--- config.mk ---
export PLATFORM = sky130hd
export DESIGN_NAME = i2c_target_regfile
export DESIGN_NICKNAME = d
export VERILOG_FILES = /design/src/rtl/i2c_target_regfile.sv
export SDC_FILE = /design/constraint.sdc
export NUM_CORES = 1
export LEC_CHECK = 0
export ABC_CLOCK_PERIOD_IN_PS = 5700
export BUFFER_PORTS_ARGS = -buffer_cell sky130_fd_sc_hd__buf_2
export CAP_MARGIN = 15
export CORE_UTILIZATION = 50
export DETAILED_ROUTE_END_ITERATION = 10
export PLACE_DENSITY = 0.66
export SLEW_MARGIN = 40
export SYNTH_ARGS = -nofsm -noshare
export SYNTH_HDL_FRONTEND = slang
export SYNTH_SLANG_ARGS = --single-unit
--- constraint.sdc ---
create_clock -name clk -period 5.7 [get_ports clk]
set_input_delay 1.14 -clock clk [delete_from_list [all_inputs] [get_ports clk]]
set_output_delay 1.14 -clock clk [all_outputs]
set_load 0.005 [all_outputs]
--- src/rtl/i2c_target_regfile.sv ---
// I2C target serving a NUM_REGS x 8 register bank with an auto-incrementing pointer, plus a local port.
// SCL/SDA pass through a 2-FF synchroniser and a FILT_LEN glitch filter; all bus timing uses filtered edges.
module i2c_target_regfile #(
  parameter logic [6:0]  TARGET_ADDR = 7'h50,
  parameter int unsigned NUM_REGS    = 16,
  parameter int unsigned FILT_LEN    = 3
) (
  input  logic                        clk,
  input  logic                        rst,
  input  logic                        scl_i,
  input  logic                        sda_i,
  output logic                        sda_oe,
  input  logic                        loc_we,
  input  logic [$clog2(NUM_REGS)-1:0] loc_addr,
  input  logic [7:0]                  loc_wdata,
  output logic [7:0]                  loc_rdata,
  output logic                        wr_done,
  output logic                        busy
);
  localparam int unsigned   AW      = $clog2(NUM_REGS);
  localparam int unsigned   CW      = $clog2(FILT_LEN + 1);
  localparam logic [CW-1:0] CNT_MAX = CW'(FILT_LEN - 1);

  typedef enum logic [3:0] {
    IDLE, ADDR, ADDR_ACK, PTR, DATA_WR, WR_ACK, DATA_RD, RD_ACK, IGNORE
  } state_t;

  logic [1:0]    scl_sync_q, sda_sync_q;
  logic [CW-1:0] scl_cnt_q, sda_cnt_q;
  logic          scl_flt_q, sda_flt_q, scl_prev_q, sda_prev_q;

  // Synchroniser and filter reset to the idle-bus level so reset itself never looks like a START.
  always_ff @(posedge clk) begin
    if (rst) begin
      scl_sync_q <= 2'b11;
      sda_sync_q <= 2'b11;
      scl_cnt_q  <= '0;
      sda_cnt_q  <= '0;
      scl_flt_q  <= 1'b1;
      sda_flt_q  <= 1'b1;
      scl_prev_q <= 1'b1;
      sda_prev_q <= 1'b1;
    end else begin
      scl_sync_q <= {scl_sync_q[0], scl_i};
      sda_sync_q <= {sda_sync_q[0], sda_i};
      scl_prev_q <= scl_flt_q;
      sda_prev_q <= sda_flt_q;
      if (scl_sync_q[1] == scl_flt_q) begin
        scl_cnt_q <= '0;
      end else if (scl_cnt_q == CNT_MAX) begin
        scl_flt_q <= scl_sync_q[1];
        scl_cnt_q <= '0;
      end else begin
        scl_cnt_q <= scl_cnt_q + 1'b1;
      end
      if (sda_sync_q[1] == sda_flt_q) begin
        sda_cnt_q <= '0;
      end else if (sda_cnt_q == CNT_MAX) begin
        sda_flt_q <= sda_sync_q[1];
        sda_cnt_q <= '0;
      end else begin
        sda_cnt_q <= sda_cnt_q + 1'b1;
      end
    end
  end

  logic scl_rise, scl_fall, start_det, stop_det;
  assign scl_rise  = scl_flt_q & ~scl_prev_q;
  assign scl_fall  = ~scl_flt_q & scl_prev_q;
  assign start_det = scl_flt_q & scl_prev_q & sda_prev_q & ~sda_flt_q;
  assign stop_det  = scl_flt_q & scl_prev_q & ~sda_prev_q & sda_flt_q;

  state_t        state_q;
  logic [3:0]    bit_cnt_q;
  logic [7:0]    shift_q;
  logic [AW-1:0] ptr_q;
  logic          ptr_byte_q, wrote_q, sda_oe_q, busy_q, wr_done_q;
  logic [7:0]    loc_rdata_q;
  logic [7:0]    bank_q [NUM_REGS];

  always_ff @(posedge clk) begin
    if (rst) begin
      state_q     <= IDLE;
      bit_cnt_q   <= '0;
      shift_q     <= '0;
      ptr_q       <= '0;
      ptr_byte_q  <= 1'b0;
      wrote_q     <= 1'b0;
      sda_oe_q    <= 1'b0;
      busy_q      <= 1'b0;
      wr_done_q   <= 1'b0;
      loc_rdata_q <= '0;
      for (int i = 0; i < int'(NUM_REGS); i++) bank_q[i] <= '0;
    end else begin
      wr_done_q   <= 1'b0;
      loc_rdata_q <= bank_q[loc_addr];
      // A same-cycle I2C commit below overrides this write when the indices collide.
      if (loc_we) bank_q[loc_addr] <= loc_wdata;

      if (start_det) begin
        state_q   <= ADDR;
        bit_cnt_q <= '0;
        sda_oe_q  <= 1'b0;
        busy_q    <= 1'b1;
        wrote_q   <= 1'b0;
      end else if (stop_det) begin
        state_q   <= IDLE;
        sda_oe_q  <= 1'b0;
        busy_q    <= 1'b0;
        wr_done_q <= wrote_q;
        wrote_q   <= 1'b0;
      end else begin
        case (state_q)
          ADDR, PTR, DATA_WR: begin
            if (scl_rise) begin
              shift_q   <= {shift_q[6:0], sda_flt_q};
              bit_cnt_q <= bit_cnt_q + 4'd1;
            end else if (scl_fall && bit_cnt_q == 4'd8) begin
              bit_cnt_q <= '0;
              if (state_q != ADDR) begin
                state_q    <= WR_ACK;
                sda_oe_q   <= 1'b1;
                ptr_byte_q <= (state_q == PTR);
              end else if (shift_q[7:1] == TARGET_ADDR) begin
                state_q  <= ADDR_ACK;
                sda_oe_q <= 1'b1;
              end else begin
                state_q <= IGNORE;
              end
            end
          end
          ADDR_ACK: begin
            if (scl_fall) begin
              if (shift_q[0]) begin
                state_q  <= DATA_RD;
                shift_q  <= bank_q[ptr_q];
                sda_oe_q <= ~bank_q[ptr_q][7];
              end else begin
                state_q  <= PTR;
                sda_oe_q <= 1'b0;
              end
            end
          end
          WR_ACK: begin
            if (scl_rise) begin
              if (ptr_byte_q) begin
                ptr_q <= shift_q[AW-1:0];
              end else begin
                bank_q[ptr_q] <= shift_q;
                ptr_q         <= ptr_q + 1'b1;
                wrote_q       <= 1'b1;
              end
            end else if (scl_fall) begin
              state_q  <= DATA_WR;
              sda_oe_q <= 1'b0;
            end
          end
          DATA_RD: begin
            if (scl_rise) begin
              bit_cnt_q <= bit_cnt_q + 4'd1;
            end else if (scl_fall) begin
              if (bit_cnt_q == 4'd8) begin
                state_q   <= RD_ACK;
                sda_oe_q  <= 1'b0;
                ptr_q     <= ptr_q + 1'b1;
                bit_cnt_q <= '0;
              end else if (bit_cnt_q == 4'd0) begin
                sda_oe_q <= ~shift_q[7];
              end else begin
                shift_q  <= {shift_q[6:0], 1'b0};
                sda_oe_q <= ~shift_q[6];
              end
            end
          end
          RD_ACK: begin
            // Snapshot is taken at the ACK rise; MSB goes out on the following fall.
            if (scl_rise) begin
              if (sda_flt_q) begin
                state_q <= IGNORE;
              end else begin
                state_q   <= DATA_RD;
                shift_q   <= bank_q[ptr_q];
                bit_cnt_q <= '0;
              end
            end
          end
          default: ;
        endcase
      end
    end
  end

  assign sda_oe    = sda_oe_q;
  assign busy      = busy_q;
  assign wr_done   = wr_done_q;
  assign loc_rdata = loc_rdata_q;
endmodule

After elaboration in Yosys (flattened, before gate mapping)
Memory sizes are Yosys's and may differ from the RTL's. A register that Yosys moved wholly into a read port is not among the register bits.
Index checks and enable logic that the tools add are counted.
{ "classes": {"n_bitwise": 20, "n_reduce_logical": 28, "muxes": 75, "n_eq_ne": 42, "addsub": 4} }
{ "op_table": {"columns": ["cell", "n"], "rows": [
  ["2-to-1 mux 4 bit", 28],
  ["2-to-1 mux 8 bit", 11],
  ["!= test 4 bit (second input constant)", 9],
  ["case mux 8 bit (4 select lines)", 1],
  ["2-to-1 mux 1 bit", 30],
  ["!= test 2 bit (second input constant)", 15],
  ["case mux 4 bit (5 select lines)", 1],
  ["AND reduction 10 bit", 2],
  ["== test 4 x 3 -> 1 bit (second input constant)", 4],
  ["OR reduction 8 bit", 2],
  ["OR reduction 3 bit", 5],
  ["AND reduction 7 bit", 2],
  ["NOT 1 bit", 13],
  ["!= test 3 bit (second input constant)", 4],
  ["case mux 4 bit (3 select lines)", 1],
  ["AND reduction 12 bit", 1],
  ["AND reduction 11 bit", 1],
  ["AND reduction 9 bit", 1],
  ["adder 4 x 1 -> 4 bit (second input constant)", 2],
  ["== test 4 x 2 -> 1 bit (second input constant)", 2],
  ["case mux 4 bit (2 select lines)", 1],
  ["nonzero test 4 bit", 2],
  ["bitwise AND 1 bit", 7],
  ["== test 7 bit (second input constant)", 1],
  ["other kinds (18)", 23]
]} }
{ "word_totals": {"ram_bits": 128, "reg_bits": 37, "mem_count": 1, "wordCells": 189} }
{ "memory_table": {"columns": ["name", "depth", "width", "rd", "rd_ports_with_merged_regs", "wr", "line_no", "text"], "rows": [
  ["bank_q", 16, 8, 2, 2, 16, "79", "logic [7:0] bank_q [NUM_REGS];"]
]} }

Depth between registers and ports, before layout
{ "depth": {"ltp_word": 10, "ltp_mapped": 9, "mapped_depth_nobuf": 7} }

Least setup slack after synthesis
OpenSTA, ideal clock, no wires.
{ "synth_timing": {"path_type": "input to register", "start": "in loc_addr[0]", "end": "reg loc_rdata_q[0] (netlist: loc_rdata[0]) (read register of bank_q)", "t_arrival_ns": 2.806, "setup_time_ns": 0.115, "n_path_buf": 2, "setup_slack_ns": 2.779, "required_ns": 5.585, "stages": 5, "path_cell_list": "buf_2 -> buf_2 -> mux4_2 -> mux4_2 -> and2_1"} }
{ "synth_rtl": {"columns": ["element", "line_no", "text"], "rows": [
  ["from (decl)", "14", "input logic [$clog2(NUM_REGS)-1:0] loc_addr,"],
  ["to (decl)", "78", "logic [7:0] loc_rdata_q;"]
]} }

==> PnR_summary.wiki <==
{| class="wikitable"
! Metric !! Value
|-
| Outcome || finished clean
|-
| Required @ worst endpoint || 5800 ps
|-
| Launch point of the worst reg-to-reg path || state_q[0]
|-
| Number of enable-type register cells in the synthesized netlist || 128
|-
| Root Driver || clkbuf_16
|-
| Post-route clock period utilization || 56.4%
|-
| Hold Path Stages || 1
|-
| Primary FF master, synth || edfxtp_1
|-
| Post-synth top area share || 37.4%
|-
| Part of the power in combinational logic || 9.1%
|-
| Clock Sinks || 177
|-
| Detailed placer's ending HPWL || 21.4 mm
|-
| Critical path arrival || 3310 ps
|-
| Mean post-synth cell area || 10.9 µm²
|-
| Placeable Area || 20200 µm²
|-
| Total count of max-transition violations in the final report || 0
|-
| Dpl cell area || 10500 µm²
|-
| Summed negative setup slack over all endpoints || 0 ps
|-
| Post-Layout Cell Count || 1196
|-
| Total DRC errors in the routed layout || 0
|-
| Critical path endpoint category || flip-flop
|-
| Number of hold violations in the final report || 0
|-
| Proportion of total power due to net switching || 26.5%
|-
| Setup repair after global routing missed its margin || false
|-
| Element type at the critical path start || flip-flop
|-
| Seq cells post-synth || 177
|-
| Number of fill cells || 1735
|-
| Setup-failing EPs final || 0
|-
| Worst-case hold path end point || sda_cnt_q[0]
|-
| Average detailed-routed wire length per instance || 26.7 µm
|-
| Max Clock Freq || 311 MHz
|-
| Final antenna-violating net count || 0
|-
| Reg clk slew, reported paths || 70 ps
|-
| Pin count of the biggest net entering global routing || 36
|-
| Initial antenna violation count || 0
|-
| Synth async-reset ratio || 0%
|-
| Number of placed cells counting well taps || 1164
|-
| Power density of the placed cells || 266 nW/µm²
|-
| Highest-utilization routing layer at the global route stage || met2
|-
| Drt first-iter violations || 1066
|-
| Worst-case register-to-register setup slack || 2490 ps
|-
| Clock tree skew after final layout || 8.61 ps
|-
| Number of different library cells in the post-synthesis netlist || 64
|-
| Horizontal die dimension || 145 µm
|-
| Switching Power || 0.000781 W
|-
| Port Buffer Count || 27
|-
| Total number of H-tree levels || 4
|-
| R2R cell count || 5
|-
| Via count of the first global-routing pass || 7719
|-
| Clock Tree Buf Depth || 2
|-
| Met1 Track Usage GR || 43.9%
|-
| Number of setup buffers added after CTS || 0
|-
| CTS Hold Bufs || 0
|-
| Area of the mapped netlist || 10300 µm²
|-
| Area of the die || 21100 µm²
|-
| Library cell with the highest instance count after synthesis || nand3_1
|-
| Clock share of power || 40.0%
|-
| Final Net Count || 941
|-
| Classification of the worst-slack hold path || flip-flop to flip-flop
|-
| Inserted Diodes || 0
|-
| Clock period minus final worst setup slack || 3210 ps
|-
| Max-cap violations || 0
|-
| Ratio of cells with drive above 1 in the final layout || 18.4%
|-
| Sequential area share after synthesis || 46.9%
|-
| Internal power component || 0.00217 W
|-
| Total number of vias || 8218
|-
| Overall track demand over capacity in global routing || 31.3%
|-
| Height of the chip || 145 µm
|-
| Post-synthesis net count || 967
|-
| Highest ir drop seen on vdd || 0.000169 V
|-
| Slew at the pin with the worst max-slew slack || 895 ps
|-
| Worst-case headroom to the max-slew limit || 40.3%
|-
| Insertion delay to the later sink of the worst-skew pair || 440 ps
|-
| Area overhead of the layout relative to synthesis || 8.01%
|-
| Cell count after synthesis || 939
|-
| DR vias/cell || 6.87
|-
| Number of placement rows || 52
|-
| GR Overflow Total || 0
|-
| Number of buffers inserted during clock tree synthesis || 17
|-
| Kind of critical path || flip-flop to flip-flop
|-
| Critical R2R Capture || bank_q[12][3]
|-
| Met3 Use GR || 8.43%
|-
| RePlAce Congestion || 0.917
|-
| Yosys Warn Count || 0
|-
| Post-route design area || 11100 µm²
|-
| Static leakage || 3.47 nW
|-
| Register share of total power || 50.9%
|-
| Dpl ws || 1990 ps
|-
| Top cells by instance count after synthesis || 133 x nand3_1, 131 x o21ai_0, 128 x edfxtp_1
|-
| Hold Startpoint || sda_cnt_q[0]
|-
| TritonCTS clock tree || yes
|-
| Post-route worst setup slack || 2490 ps
|-
| Number of iterations in the first detailed-routing pass || 7
|-
| Global-route met2 utilization || 46.2%
|-
| Total detailed-routing wirelength || 31.9 mm
|-
| Biggest area consumer among synthesized cells || edfxtp_1
|-
| Worst hold margin || 413 ps
|-
| Starting density of the core || 51.0%
|-
| Peak fanout along the critical path || 23
|-
| Wire length of the first global-routing pass || 48.4 mm
|-
| Number of gates given a new drive strength after cts || 0
|-
| Io pins || 28
|-
| Leading post-synthesis cells by cell area || edfxtp_1 37%, mux4_2 16%, dfxtp_1 9.5%
|}
## critical path, stage by stage, from the launching register on
cell and delay [ps]:
dfxtp_1 860, nand2b_1 350, nor4_4 210, buf_4 330, nand4_1 570, nand2_1 530
## stage by stage
stage                     util [%]  power (W)
after floorplan                  -    0.00168
after global placement        52.1    0.00178
after detailed placement      52.1    0.00179
after CTS                     55.0    0.00294
after global routing          55.0    0.00302
final                         55.0    0.00295
## cell usage in the layout, fill, tap and decap left out, drive strengths merged, types with 10 or more instances in the layout
master | synthesis | routed
nor2b | 16 | 16
nor2 | 57 | 57
mux4 | 72 | 72
nand2b | 10 | 10
nand2 | 48 | 48
ha | 11 | 11
a21oi | 18 | 18
dfxtp | 49 | 49
mux2i | 28 | 28
and2 | 11 | 11
clkbuf | 52 | 18
nor3 | 13 | 13
inv | 22 | 31
nand4 | 19 | 19
o21ai | 139 | 139
nand3 | 134 | 134
buf | 32 | 39
edfxtp | 128 | 128
## flip-flops by register name (all words and copies together), names as in the netlist, 2 cells and up, named ones only
| signal | cells |
|---|---|
| bank_q | 128 |
| bit_cnt_q | 4 |
| loc_rdata | 8 |
| ptr_q | 4 |
| scl_cnt_q | 2 |
| scl_sync_q | 2 |
| sda_cnt_q | 2 |
| sda_sync_q | 2 |
| shift_q | 8 |
| state_q | 4 |
## power by group through the flow
stage | registers (W) | logic (W) | clock network, W
final | 0.00150 | 0.000268 | 0.00118
after global routing | 0.00150 | 0.000285 | 0.00123
after CTS | 0.00150 | 0.000262 | 0.00118
after detailed placement | 0.00153 | 0.000261 | 0
after global placement | 0.00153 | 0.000258 | 0
after floorplan | 0.00149 | 0.000192 | 0
## metal layers
layer,vias to the layer above,wire [µm]
li1,3550,-
met1,3988,12600
met2,602,14300
met3,78,4000
met4,0,1060
met5,-,0
## worst max-delay path by stage
stage | cells after the start | slack [ps] | endpoint | from
floorplan | 5 | 2780 | loc_rdata[0] | loc_addr[0]
global placement | 5 | 2050 | bank_q[2][7] | loc_addr[1]
detailed placement | 5 | 1990 | bank_q[2][7] | loc_addr[1]
CTS | 5 | 2450 | bank_q[2][5] | loc_addr[1]
global route | 5 | 2220 | bank_q[11][1] | state_q[0]
finish | 5 | 2490 | bank_q[12][3] | state_q[0]
## final cells by class
cell class	count	area (µm²)	share of cell area (%)
well taps	270	338	3.04
multi-input cells	655	5040	45.4
repair buffers	39	225	2.03
flip-flops and latches	177	4830	43.5
inverters	23	86.3	0.778
clock inverters	14	135	1.22
clock buffers	18	450	4.06
## kinds of logic (layout without fill, tap and decap cells)
family	Yosys count	after routing	synth area share, %
AOI/OAI and AO/OA	201	201	11.2
adders and majority gates	11	11	1.34
muxes	101	101	18.6
xor gates and xnor gates	4	4	0.341
DFF	177	177	46.9
and+or+nand+nor	338	338	17.3
buffers and inverters	107	94	4.21
Power figures use the tool's default switching activity.
